<file path="config.mk">
export PLATFORM = sky130hd
export DESIGN_NAME = sram_arbiter
export DESIGN_NICKNAME = d
export VERILOG_FILES = /design/src/rtl/sram_arbiter.sv
export SDC_FILE = /design/constraint.sdc
export NUM_CORES = 1
export LEC_CHECK = 0
export ABC_AREA = 1
export CAP_MARGIN = 20
export CORE_MARGIN = 2
export CORE_UTILIZATION = 34
export DETAILED_ROUTE_END_ITERATION = 8
export PLACE_DENSITY = 0.91
export SYNTH_ARGS = -nofsm -noshare
export SYNTH_HDL_FRONTEND = slang
export SYNTH_SLANG_ARGS = --single-unit
</file>
<file path="constraint.sdc">
create_clock -name clk -period 1.4 [get_ports clk]
set_input_delay 0.28 -clock clk [delete_from_list [all_inputs] [get_ports clk]]
set_output_delay 0.28 -clock clk [all_outputs]
set_load 0.005 [all_outputs]
</file>
<file path="src/rtl/sram_arbiter.sv">
// Two-requester arbiter for the single SRAM-like memory port: data side has fixed priority
// over instruction fetch, one transaction in flight, responses routed back to the owner.
module sram_arbiter #(
    parameter int ADDR_W = 32,
    parameter int DATA_W = 32
) (
    input  logic                  clk,
    input  logic                  reset,

    input  logic                  inst_req,
    input  logic [ADDR_W-1:0]     inst_addr,
    output logic                  inst_addr_ok,
    output logic                  inst_data_ok,
    output logic [DATA_W-1:0]     inst_rdata,

    input  logic                  data_req,
    input  logic                  data_wr,
    input  logic [1:0]            data_size,
    input  logic [DATA_W/8-1:0]   data_wstrb,
    input  logic [ADDR_W-1:0]     data_addr,
    input  logic [DATA_W-1:0]     data_wdata,
    output logic                  data_addr_ok,
    output logic                  data_data_ok,
    output logic [DATA_W-1:0]     data_rdata,

    output logic                  mem_req,
    output logic                  mem_wr,
    output logic [1:0]            mem_size,
    output logic [DATA_W/8-1:0]   mem_wstrb,
    output logic [ADDR_W-1:0]     mem_addr,
    output logic [DATA_W-1:0]     mem_wdata,
    input  logic                  mem_addr_ok,
    input  logic                  mem_data_ok,
    input  logic [DATA_W-1:0]     mem_rdata,

    output logic                  busy
);

    localparam int STRB_W = DATA_W / 8;
    localparam logic [1:0] INST_SIZE = 2'b10;

    typedef enum logic [1:0] {
        IDLE = 2'd0,
        ADDR = 2'd1,
        DATA = 2'd2
    } state_t;

    state_t              state_reg, state_next;
    logic                own_reg, own_next;
    logic                r_wr_reg, r_wr_next;
    logic [1:0]          r_size_reg, r_size_next;
    logic [STRB_W-1:0]   r_wstrb_reg, r_wstrb_next;
    logic [ADDR_W-1:0]   r_addr_reg, r_addr_next;
    logic [DATA_W-1:0]   r_wdata_reg, r_wdata_next;

    always_ff @(posedge clk) begin
        if (reset) begin
            state_reg   <= IDLE;
            own_reg     <= 1'b0;
            r_wr_reg    <= 1'b0;
            r_size_reg  <= 2'b00;
            r_wstrb_reg <= '0;
            r_addr_reg  <= '0;
            r_wdata_reg <= '0;
        end else begin
            state_reg   <= state_next;
            own_reg     <= own_next;
            r_wr_reg    <= r_wr_next;
            r_size_reg  <= r_size_next;
            r_wstrb_reg <= r_wstrb_next;
            r_addr_reg  <= r_addr_next;
            r_wdata_reg <= r_wdata_next;
        end
    end

    // Handshake outputs are forced low while reset is held so that requesters
    // sitting on req during reset see no grant until the first free cycle.
    always_comb begin
        state_next   = state_reg;
        own_next     = own_reg;
        r_wr_next    = r_wr_reg;
        r_size_next  = r_size_reg;
        r_wstrb_next = r_wstrb_reg;
        r_addr_next  = r_addr_reg;
        r_wdata_next = r_wdata_reg;
        inst_addr_ok = 1'b0;
        data_addr_ok = 1'b0;
        inst_data_ok = 1'b0;
        data_data_ok = 1'b0;
        mem_req      = 1'b0;

        if (!reset) begin
            case (state_reg)
                IDLE: begin
                    if (data_req) begin
                        own_next     = 1'b1;
                        r_wr_next    = data_wr;
                        r_size_next  = data_size;
                        r_wstrb_next = data_wstrb;
                        r_addr_next  = data_addr;
                        r_wdata_next = data_wdata;
                        data_addr_ok = 1'b1;
                        state_next   = ADDR;
                    end else if (inst_req) begin
                        own_next     = 1'b0;
                        r_wr_next    = 1'b0;
                        r_size_next  = INST_SIZE;
                        r_wstrb_next = '0;
                        r_addr_next  = inst_addr;
                        r_wdata_next = '0;
                        inst_addr_ok = 1'b1;
                        state_next   = ADDR;
                    end
                end
                ADDR: begin
                    mem_req = 1'b1;
                    if (mem_addr_ok) begin
                        state_next = DATA;
                    end
                end
                DATA: begin
                    if (mem_data_ok) begin
                        inst_data_ok = ~own_reg;
                        data_data_ok = own_reg;
                        state_next   = IDLE;
                    end
                end
                default: begin
                    state_next = IDLE;
                end
            endcase
        end
    end

    assign mem_wr     = r_wr_reg;
    assign mem_size   = r_size_reg;
    assign mem_wstrb  = r_wstrb_reg;
    assign mem_addr   = r_addr_reg;
    assign mem_wdata  = r_wdata_reg;

    // Read data is a plain pass-through; consumers qualify it with their data_ok.
    assign inst_rdata = mem_rdata;
    assign data_rdata = mem_rdata;

    assign busy = ~reset & (state_reg != IDLE);

endmodule

</file>
Word level (Yosys, flattened, before mapping)
Index checks and enable logic that the tools add are counted.
{ "classes": {"n_addsub": 0, "n_mul": 0, "div": 0, "order_cmp": 0, "eq_ne": 5, "shifts": 0, "n_mux": 31, "n_bitwise": 3, "reduce_logical": 5} }
{ "op_table": {"columns": ["operator", "n"], "rows": [
  ["$mux 32", 4],
  ["$mux 1", 18],
  ["$mux 2", 6],
  ["$mux 4", 2],
  ["$pmux 2 s3", 1],
  ["$ne 2x2->1 const B", 2],
  ["$reduce_bool 2->1", 2],
  ["$ne 3x3->1 const B", 1],
  ["$reduce_and 3->1", 1],
  ["$eq 2x1->1 const B", 1],
  ["$eq 2x2->1 const B", 1],
  ["$logic_not 2->1", 1],
  ["$not 1->1", 2],
  ["$reduce_and 2->1", 1],
  ["$and 1x1->1", 1]
]} }
{ "word_totals": {"reg_bits": 74, "latchBits": 0, "ram_bits": 0, "romBits": 0, "out_inout_bits": 141, "elab_cells": 51, "mem_count": 0} }

Logic depth before layout (Yosys ltp)
Gate-level depths: netlist of the first run.
{ "depth": {"word_depth": 4, "mapped_depth": 8, "mapped_depth_nobuf": 6} }

Least setup slack after synthesis of the first run
Ideal clock, no wire load.
{ "synth_path": {"path_type": "input port to output port", "from": "in reset", "to": "out data_data_ok", "t_arrival_ps": 837, "path_slack_ps": 283, "cell_stages": 5, "path_buffers": 2, "cell_sequence": "inv_2 -> buf_2 -> buf_2 -> nand2_1 -> nor2_1"} }
{ "synth_between": {"elab_chain_len": 1} }
{ "synth_rtl": {"columns": ["item", "line", "source"], "rows": [
  ["start: declaration", "8", "input logic reset,"],
  ["$mux 1", "92", "if (!reset) begin"],
  ["end: declaration", "23", "output logic data_data_ok,"]
]} }
Every way passes these cells.

Worst setup path after layout of the first run
{ "layout_path": {"from": "reg state_reg[1]", "to": "out busy"} }
{ "layout_between": {"elab_chain_len": 2} }
{ "layout_rtl": {"columns": ["item", "line", "source"], "rows": [
  ["start: declaration", "48", "state_t state_reg, state_next;"],
  ["start signal: assignment", "66", "state_reg <= state_next;"],
  ["$reduce_bool 2->1", "145", "assign busy = ~reset & (state_reg != IDLE);"],
  ["$and 1x1->1", "145", null],
  ["end: declaration", "36", "output logic busy"]
]} }
Every way passes these cells.

==> results.md, run 1 <==
- The run finished, with violations left.
- The checks that failed: negative setup slack.
- The required time at the worst-slack endpoint is 1.12 ns.
- By area the synthesized netlist is led by dfxtp_1 (39%), nand2_1 (24%), buf_4 (13%), nor2_1 (6.9%), nand3_1 (5.5%).
- The total of endpoints with negative setup slack in the final report is 71.
- CTS placed an instance of clkbuf_8 at the clock tree root.
- The number of buffers inserted by hold repair at cts is 0.
- Along the worst path, the maximum fanout reaches 2.
- Across the whole layout, storage elements account for 1520 um2.
- In the final layout, the multi-input gates occupy 1930 um2.
- The count of pins over their slew limit is 0.
- When the netlist entered floorplanning its net count stood at 709.
- After detailed routing, the number of remaining DRC violations is 0.
- The internal reg-to-reg setup slack is -0.11 ns.
- The max-cap check violation count is 0.
- Of the total synthesized cell area, the portion taken by full adders, half adders and majority gates is 0.
- Measured along the y axis, the die boundary spans 109 um.
- The flip-flop and latch count after synthesis is 74.
- In the synthesized netlist, the cells that appear most often are nand2_1 (242), dfxtp_1 (74), nor2_1 (69).
- The most common cell in the netlist is nand2_1.
- Detailed routing inserted a total of 3,923 vias.
- The horizontal extent of the die is 109 um.
- The least setup slack across all paths after layout is -0.128 ns.
- The share of synthesized area spent on multiplexers is 0.
- The remaining antenna violation count after routing is 0.
- Tracing the worst setup path back leads to its startpoint at state_reg[1].
- Global routing finished with a remaining overflow of 0.
- The startpoint of the worst-slack reg-to-reg timing path is state_reg[1].
- The area enclosed by the die boundary is 11,900 um2.
- The tightest hold margin is 0.451 ns.
- The endpoint identified for the worst register-to-register timing path is mem_addr[30].
- STA puts the critical path data arrival time at 1.25 ns.
- The clock tree synthesis step divided the H-tree into 3 levels.
- The total of warnings raised by yosys is 0.
- The type of the worst setup path is register to output port.
- The leading register cell type out of synthesis is dfxtp_1.
- The clock buffer count from CTS is 9.
- Summing internal, switching and leakage power gives 6.05 mW.
- The number of cells on the worst reg-to-reg path is 11.
- The cell taking the most area after synthesis is dfxtp_1.
- VDD sags by at most 0.595 mV.
- STA classifies the critical path endpoint as an output port.
- In this run the worst setup path terminates at busy.
- The final worst-path cycle share is 1.09.
- The worst slew margin relative to its limit is 0.515.
- The overall routing resource usage is 0.175.
- The startpoint kind of the worst setup timing path is a register.
- The pin slew with the least headroom to its limit is 0.728 ns.
- The static power due to leakage is 3.11 nW.
- After clock tree synthesis, the clock-pin slew on the worst setup and hold paths is 0.08 ns.
- Based on the critical path, the design can be clocked at up to 0.654 GHz.
- The kind of path behind the tightest hold check is register to register.
- The average instance in the mapped netlist occupies 6.62 um2.
- After detailed routing, the number of vias per cell comes to 4.59.
- The basic-gate share of the synthesized area counting and, or, nand and nor cells is 0.380.
- The proportion of netlist area held by the largest area contributor is 0.394.
- The antenna diode instance count is 0.
- The via count of the first global-routing pass is 3,505.
- The row count is 38.
- The buffer levels on the longest clock path is 2.
- CTS saw 74 sinks.
- The first-iteration detailed-routing DRC count is 141.
- The placeable core region is 10,800 um2.
- At the later pin of the worst-skew pair, clock insertion delay measures 0.35 ns.
- The share of cells above drive strength 1 is 0.279.
- After filler insertion, the fill cell instance count of the layout stands at 967.
- The pin count of the biggest net entering global routing is 50.
- The share of flip-flops with an asynchronous set or reset after synthesis is 0.
- The wire length of the first global-routing pass is 16.1 mm.
- The initial antenna violation count came to 0.
- The final layout contains 850 nets.
- The cell area power density is 970 nW/um2.
- Pin placement for this block handled 282 I/O pins.
- Setup repair after global routing could not meet its margin everywhere.
- The area fraction in compound gates after synthesis is 0.00266.
- Port buffering added 185 buffers.
- The number of enable-type register cells in the synthesized netlist is 0.
- The post-route standard cell area excluding fillers is 6230 um2.
- Counting I/O delays and the setup requirement, the final critical path takes 1.53 ns.
- The number of hold-slack violations in the final timing report is 0.
- The area of placed instances is 5260 um2.
- The HPWL reported at the end of detailed placement is 8.04 mm.
- The placer's final routability congestion estimate is 0.729.
- For the final database, setup skew stands at 0.00952 ns.
- Of the total synthesized cell area, the portion taken by XOR and XNOR cells is 0.
- The number of iterations in the first detailed-routing pass is 4.
- The largest family of logic cells by synthesized area is simple AND/OR/NAND/NOR gates.
- Of the synthesized area, sequential elements account for 0.394.
- Summed over all layers, the routed wires come to 12.9 mm.
- The effective utilization at floorplan is 0.348.
- The clock tree from TritonCTS is yes.
- The unique cell type count in the Yosys netlist is 16.
- The detailed-route wire length per cell is 15.1 um.
- Relative to the synthesized area, the layout overhead comes to 65.9%.
- In the synthesized netlist, the number of instances is 568.
- In this run the cell area of the synthesized design comes to 3760 um2.
logic make-up (layout without fill, tap and decap cells):
kind of cell           after synthesis  after routing
AND/OR/NAND/NOR                    360            361
flip-flops                          74             74
buffers and inverters              132            277
AO/OA/AOI/OAI                        2              2
critical path: stages, from the launching register on:
cell     delay, ns
dfxtp_2       0.33
buf_6         0.11
nor2_4        0.09
buf_6         0.11
buf_6         0.10
nor2_4        0.03
buf_2         0.11
repair_timing:
item,4_1_cts,5_1_grt
setup buffers,5,4
pin swaps,7,45
gates resized for setup,137,131
setup endpoints to repair,84,76
cloned,0,14
metal layers:
metal  share of wire  track usage  vias to the layer above  wire (um)
met5               0            0                        -          0
met4           0.032        0.105                        0        418
met3           0.098       0.0675                       43       1270
met2            0.49        0.303                      186       6370
met1            0.37        0.177                     1767       4830
li1                -            -                     1927          -
layout by cell type, fill, tap and decap left out, types with 2 or more instances in the layout:
master	n
buf_2	5
nand3_2	35
buf_6	12
nand2_1	202
buf_12	5
clkinvlp_4	2
clkinv_2	2
clkbuf_16	7
nor2_1	40
clkbuf_8	10
a21oi_1	2
nand2_2	28
nand2_4	13
dlygate4sd2_1	72
nand3b_1	3
nor2_4	5
nor2_2	25
buf_8	2
inv_1	35
nand3_1	5
dfxtp_2	24
clkdlybuf4s50_1	107
dfxtp_1	49
buf_4	13
inv_4	2
nor3_2	2
nand2_8	2
worst min-delay path by stage:
stage                         from             to  slack, ns  cells past startpoint
floorplan                    reset   state_reg[0]       0.35                      1
global placement      mem_wstrb[0]   mem_wstrb[0]       0.46                      2
detailed placement   mem_wdata[20]  mem_wdata[20]       0.46                      2
CTS                          reset   state_reg[0]       0.43                      2
global route        data_wdata[22]  mem_wdata[22]       0.46                      3
finish               mem_wdata[20]  mem_wdata[20]       0.45                      2
metrics by stage:
stage / TNS [ns] / instances / setup WS [ns] / utilization
after floorplan: 0 / 568 / 0.283 / -
after global routing: -9.41 / 854 / -0.197 / 0.577
final: -4.54 / 854 / -0.128 / 0.577
after global placement: -24.89 / 817 / -0.548 / 0.487
after CTS: -1.85 / 836 / -0.163 / 0.506
after detailed placement: -27.43 / 817 / -0.597 / 0.487
final cells by class:
| cell class | instances | share of cell area |
|---|---|---|
| multi-input cells | 363 | 0.309 |
| inverters | 38 | 0.0237 |
| flip-flops and latches | 74 | 0.243 |
| repair buffers | 223 | 0.363 |
| well taps | 140 | 0.0281 |
| clock buffers | 10 | 0.0221 |
| clock inverters | 6 | 0.0102 |
where the power goes:
| group | switching (mW) | leakage [nW] | internal [mW] | total (mW) |
|---|---|---|---|---|
| clock | 0.843 | 0.0987 | 0.872 | 1.71 |
| sequential | 0.108 | 0.620 | 2.31 | 2.42 |
| combinational | 0.897 | 2.39 | 1.01 | 1.91 |
Note: power is estimated with default switching activity, not from simulation.
==> run 2, diff against run 1 <==
--- a/config.mk
+++ b/config.mk
@@ -7,10 +7,11 @@
 export LEC_CHECK = 0
 export ABC_AREA = 1
 export CAP_MARGIN = 20
-export CORE_MARGIN = 2
-export CORE_UTILIZATION = 34
+export CORE_AREA = 2 2 109 111
 export DETAILED_ROUTE_END_ITERATION = 8
-export PLACE_DENSITY = 0.91
+export DIE_AREA = 0 0 111 113
+export PLACE_DENSITY = 0.89
 export SYNTH_ARGS = -nofsm -noshare
 export SYNTH_HDL_FRONTEND = slang
 export SYNTH_SLANG_ARGS = --single-unit
+export TNS_END_PERCENT = 5
==> results.md, run 2 (same netlist as run 1, synthesis figures left out) <==
- The run finished, with violations left.
- The checks that failed: negative setup slack.
- The area of placed instances is 5280 um2.
- The detailed-route wire length per cell is 13.3 um.
- For this block, the routed nets add up to 11.3 mm of wire.
- The tightest hold margin is 0.438 ns.
- The number of hold-slack violations in the final timing report is 0.
- For the pin with the worst max-slew slack, the measured transition is 0.389 ns.
- The detailed-route vias per instance is 4.34.
- The cell count after placement is 822.
- In this run the horizontal extent of the chip is 111 um.
- The HPWL reported at the end of detailed placement is 7.77 mm.
- The buffer levels on the longest clock path is 2.
- The number of clock sinks is 74.
- The effective utilization at floorplan is 0.333.
- Leaving out fill and tap cells, the most frequent cell in the layout is nand2_1.
- Routability-driven placement finished with a final weighted congestion of 0.738.
- In the post-route analysis, the smallest setup slack over all paths is -0.151 ns.
- The worst hold path passes through 4 cells.
- The initial antenna violation count came to 0.
- Summing all non-filler instances in the final layout gives an area of 5790 um2.
- The maximum fanout count along the critical path is 3.
- The area enclosed by the die boundary is 12,500 um2.
- Dividing the final minimum period by the clock period gives 1.11.
- The type of the worst setup path is register to output port.
- Across every metal layer, demand over resource in global routing totals 0.179.
- Compared with the post-synthesis result, the final layout area differs by 54.1%.
- Clock-pin slew was measured on the worst setup and hold paths at 0.06 ns.
- During placement, the flow inserted port buffers numbering 185.
- For this block, the initial DRC count from the detailed router was 162.
- Clock latency on the worst-skew pair, taken at its later pin, is 0.33 ns.
- The startpoint kind of the worst setup timing path is a register.
- The number of iterations in the first detailed-routing pass is 4.
- Entering global routing, the biggest net connects 39 pins.
- The floorplan die height is 113 um.
- The startpoint of the worst-slack reg-to-reg timing path is state_reg[1].
- STA puts the critical path data arrival time at 1.27 ns.
- The share of cells above drive strength 1 is 0.103.
- The beginning of the worst hold path is reset.
- The number of top-level pins is 282.
- The capturing element type of the critical path is an output port.
- The endpoint identified for the worst register-to-register timing path is mem_wdata[14].
- The routed layout has 3,684 vias.
- The wire length of the first global-routing pass is 17.8 mm.
- The tool flagged a number of max-cap violations equal to 0.
- The row count is 39.
- The worst slack at placement is -0.585 ns.
- The worst vdd rail ir drop is 0.674 mV.
- The via count of the first global-routing pass is 3,618.
- The clock buffer count from CTS is 9.
- The remaining routing DRC violations is 0.
- The worst slew margin relative to its limit is 0.741.
- Clock skew on the completed layout was measured at 0.00693 ns.
- The internal reg-to-reg setup slack is -0.11 ns.
- The placeable core region is 11,300 um2.
- The total of endpoints with negative setup slack in the final report is 62.
- In this run the worst hold path is classified as input pin to register.
- The top cell types in the final layout, fill and taps aside, are nand2_1 (241), clkdlybuf4s50_1 (106), dlygate4sd2_1 (73), dfxtp_1 (69), nor2_1 (66).
- TritonCTS built the clock tree.
- The H-tree was split into 3 levels.
- The final non-filler cell total is 849.
- In the final design database the tool counted 842 nets.
- The required time at the worst-slack endpoint is 1.12 ns.
- Setup repair after global routing could not meet its margin everywhere.
- The static power due to leakage is 3.07 nW.
- The antenna diode instance count is 0.
- Based on the critical path, the design can be clocked at up to 0.645 GHz.
- The root buffer cell chosen for the clock tree is clkbuf_16.
- The number of cells traversed by the worst register-to-register path is 8.
- Power spread over the standard cell area amounts to 1120 nW/um2.
- The final critical delay including setup and external delays is 1.55 ns.
- The end of the worst hold path is state_reg[1].
- The count of pins over their slew limit is 0.
- The remaining global-route overflow is 0.
- The remaining antenna violation count after routing is 0.
run 2: metrics by stage:
step           power [mW]  utilization  TNS (ns)
6_report             6.46        0.514     -3.35
5_1_grt              6.80        0.514     -9.49
4_1_cts              6.54        0.511     -3.17
3_5_place_dp         3.90        0.468    -35.48
3_3_place_gp         3.87        0.468    -34.39
2_1_floorplan        3.21            -         0
run 2: repair_timing:
| item | in CTS | in global routing |
|---|---|---|
| endpoints found under the setup margin | 149 | 77 |
| hold endpoints to repair | 0 | 0 |
| hold buffers | 0 | 0 |
| gates resized for setup | 115 | 7 |
| gates cloned | 6 | 0 |
| pin swaps | 8 | 6 |
| buffers inserted | 6 | 0 |
run 2: layout make-up:
class	count	area, um2
clock buffer	9	225
clock inverter	7	103
inverter	38	145
fill	1056	5480
multi-input combinational	363	1530
tap	143	179
timing repair buffer	215	2120
sequential	74	1490
run 2: worst max-delay path, stage by stage (launching register included):
cell     delay, ns
dfxtp_4       0.37
nor2_4        0.12
buf_6         0.11
buf_6         0.10
nand3_4       0.05
nor2_1        0.08
buf_2         0.11
run 2: how the worst max path moves through the flow:
stage | cells after the start | start | to
3_3_place_gp | 5 | data_req | data_addr_ok
5_1_grt | 6 | state_reg[1] | inst_addr_ok
3_5_place_dp | 5 | data_req | data_addr_ok
4_1_cts | 6 | state_reg[0] | inst_addr_ok
6_report | 6 | state_reg[1] | inst_addr_ok
2_1_floorplan | 5 | reset | data_data_ok
run 2: where the power goes:
group | switching [mW] | total (mW) | internal [mW]
clock network | 0.943 | 2.52 | 1.58
logic | 0.675 | 1.54 | 0.862
registers | 0.102 | 2.41 | 2.30
run 2: metal layers:
layer,vias to the layer above,part of all wire,global-route usage
met2,178,0.46,0.308
met5,-,0,0
met4,0,0.030,0.0858
met3,30,0.10,0.0691
met1,1577,0.41,0.194
li1,1899,-,-
==> run 3, diff against run 2 <==
--- a/config.mk
+++ b/config.mk
@@ -7,10 +7,10 @@
 export LEC_CHECK = 0
 export ABC_AREA = 1
 export CAP_MARGIN = 20
-export CORE_AREA = 2 2 109 111
+export CORE_MARGIN = 2
+export CORE_UTILIZATION = 34
 export DETAILED_ROUTE_END_ITERATION = 8
-export DIE_AREA = 0 0 111 113
-export PLACE_DENSITY = 0.89
+export PLACE_DENSITY = 0.91
 export SYNTH_ARGS = -nofsm -noshare
 export SYNTH_HDL_FRONTEND = slang
 export SYNTH_SLANG_ARGS = --single-unit
==> constraint.sdc (replaced) <==
create_clock -name clk -period 1.5 [get_ports clk]
set_input_delay 0.3 -clock clk [delete_from_list [all_inputs] [get_ports clk]]
set_output_delay 0.3 -clock clk [all_outputs]
set_load 0.005 [all_outputs]
==> results.md, run 3 (same netlist as run 1, synthesis figures left out) <==
- The number of cells traversed by the worst register-to-register path is 10.
- Once placement finished, the instance area stood at 5250 um2.
- The peak per-stage delay on the critical path is 0.33 ns.
- The final non-filler cell total is 839.
- The total vias in the final route is 3,670.
- The wire-length estimate of the detail-placed layout is 7.87 mm.
- The count of H-tree levels built during CTS is 3.
- The placer's final routability congestion estimate is 0.774.
- Setup repair after global routing could not meet its margin everywhere.
- The overall routing resource usage is 0.177.
- The first routing iteration left 158 violations.
- 0 antenna diodes ended up in the layout.
- The net count of the finished layout is 835.
- The count of pins over their slew limit is 0.
- The worst slew margin relative to its limit is 0.650.
- The via count of the first global-routing pass is 3,510.
- During placement, the flow inserted port buffers numbering 185.
- Dividing the detail-routed wire length by the instance count gives 12.6 um.
- Once placement completed, the tool counted placed cells totaling 816.
- Walking the worst path, the cells encountered are buf_6, nor2_4, buf_6, nand3_4, inv_2, buf_6.
- The critical path runs through a total of 6 cells.
- The checks that failed: negative setup slack.
- Based on the critical path, the design can be clocked at up to 0.622 GHz.
- The post-synthesis to final-layout area growth is 51.6%.
- The effective utilization at floorplan is 0.348.
- The least setup slack across all paths after layout is -0.107 ns.
- The floorplan step set the die width to 109 um.
- The number of clock buffers added by TritonCTS is 9.
- For the finished layout, the period the worst path requires is 1.61 ns.
- After routing the design area is 5700 um2.
- The region available for standard cell placement spans 10,800 um2.
- The final worst-path cycle share is 1.07.
- Measured along the y axis, the die boundary spans 109 um.
- The library cells used most frequently in the layout, excluding fill and tap cells, are nand2_1 (240), clkdlybuf4s50_1 (107), nor2_1 (63), dfxtp_1 (54), dlygate4sd2_1 (49).
- The number of buffers and inverters on the critical path is 4.
- The row count is 38.
- The worst setup path is captured at an output port.
- The kind of path behind the tightest hold check is register to register.
- The remaining routing DRC violations is 0.
- The arrival time at the worst endpoint is 1.31 ns.
- Of all nets on the critical path, the largest fanout is 3.
- The setup path with the least slack is of type register to output port.
- The family with the most delay on the worst path is buffers and inverters.
- At the later pin of the worst-skew pair, clock insertion delay measures 0.34 ns.
- The number of hold buffers added after CTS was 0.
- For this design the static power due to leakage is 3.24 nW.
- The initial antenna violation count is 0.
- The pin slew with the least headroom to its limit is 0.524 ns.
- Leaving out fill and tap cells, the most frequent cell in the layout is nand2_1.
- Summed over all layers, the routed wires come to 10.6 mm.
- Data on the critical path is required at its endpoint by 1.20 ns.
- Across the VDD grid, the largest voltage drop is 0.592 mV.
- The worst-path cell with the longest stage delay is dfxtp_2.
- The number of hold-slack violations in the final timing report is 0.
- The area enclosed by the die boundary is 11,900 um2.
- The number of top-level pins is 282.
- TritonCTS built the clock tree.
- The tree built by TritonCTS fans out to 74 sinks.
- Counting stages on the worst path, the most repeated cell is buf_6.
- The max-cap check violation count is 0.
- The run finished, with violations left.
- The first global-routing pass estimated 16.3 mm of wire.
- The clock input transition at the sequential cells of the worst setup and hold paths is 0.08 ns.
- In the final layout, the share of cells above drive strength 1 is 0.122.
- The clock arrives with 0.00503 ns of skew.
- The final core area utilization is 0.528.
- The remaining antenna violation count after routing is 0.
- The pin count of the biggest net entering global routing is 50.
- The library cell used as clock root buffer is clkbuf_8.
- The detailed-route vias per instance is 4.37.
- In this run the power density over the cells is 990 nW/um2.
- Summed over all layers, the global routing overflow is 0.
- The total of endpoints with negative setup slack in the final report is 5.
- STA classifies the critical path startpoint as a register.
- The instance count along the most critical hold path is 2.
- The pre-antenna-repair detailed-routing pass consisted of 4 iterations.
- The buffer levels on the longest clock path is 2.
## run 3: cell count changes in the layout (fill, tap and decap cells not counted), moves of 3 or more
cell	change
dlygate4sd2_1	-24
clkbuf_16	-9
buf_4	-6
dfxtp_1	-15
dfxtp_2	+16
bufbuf_16	-4
clkbuf_8	+10
dlymetal6s2s_1	+23
buf_6	+4
nor2_1	-3
## run 3: metrics by stage
step | TNS (ns) | total power [mW] | hold WS, ns | setup WS, ns
4_1_cts | -0.364 | 5.73 | 0.445 | -0.135
3_5_place_dp | -34.97 | 3.63 | 0.462 | -0.646
6_report | -0.288 | 5.64 | 0.469 | -0.107
2_1_floorplan | 0 | 2.99 | 0.369 | 0.343
5_1_grt | -2.49 | 6.00 | 0.474 | -0.188
3_3_place_gp | -33.66 | 3.60 | 0.455 | -0.657
## run 3: tightest hold or removal path: cells and delay by family (launching register included)
kind             cells  cell delay (ns)
flip-flops           1             0.32
AND/OR/NAND/NOR      2             0.12
## run 3: path summary, 6_finish.rpt
check / start / endpoint / slack, ns
worst max register to register: state_reg[1] / mem_addr[7] / 0.01
worst max-delay path: state_reg[1] / data_addr_ok / -0.11
worst min-delay path: mem_wdata[31] / mem_wdata[31] / 0.47
worst min register to register: mem_wdata[31] / mem_wdata[31] / 0.47
## run 3: report_power, final
part           total [mW]  internal [mW]  switching (mW)  leakage [nW]
Combinational        1.31          0.714           0.594          2.48
Clock                2.08           1.32           0.759         0.137
Sequential           2.25           2.16          0.0929         0.618
Total                5.64           4.20            1.45          3.24
## run 3: cell type report
class | count | area (um2)
Clock buffer | 10 | 138
Clock inverter | 6 | 138
Fill cell | 1026 | 5100
Inverter | 38 | 145
Multi-Input combinational cell | 362 | 1520
Sequential cell | 74 | 1510
Tap cell | 140 | 175
Timing Repair Buffer | 209 | 2070
## run 3: per-layer routing
metal	vias up	track usage	share of wire
met5	-	0	0
met4	0	0.0934	0.032
met3	37	0.0729	0.12
met2	174	0.305	0.46
met1	1580	0.183	0.39
li1	1879	-	-
## run 3: what timing repair did
action | 4_1_cts | 5_1_grt
setup buffers | 7 | 2
pin swaps | 5 | 3
gates resized for setup | 112 | 37
endpoints found under the hold margin | 0 | 0
setup endpoints to repair | 136 | 69
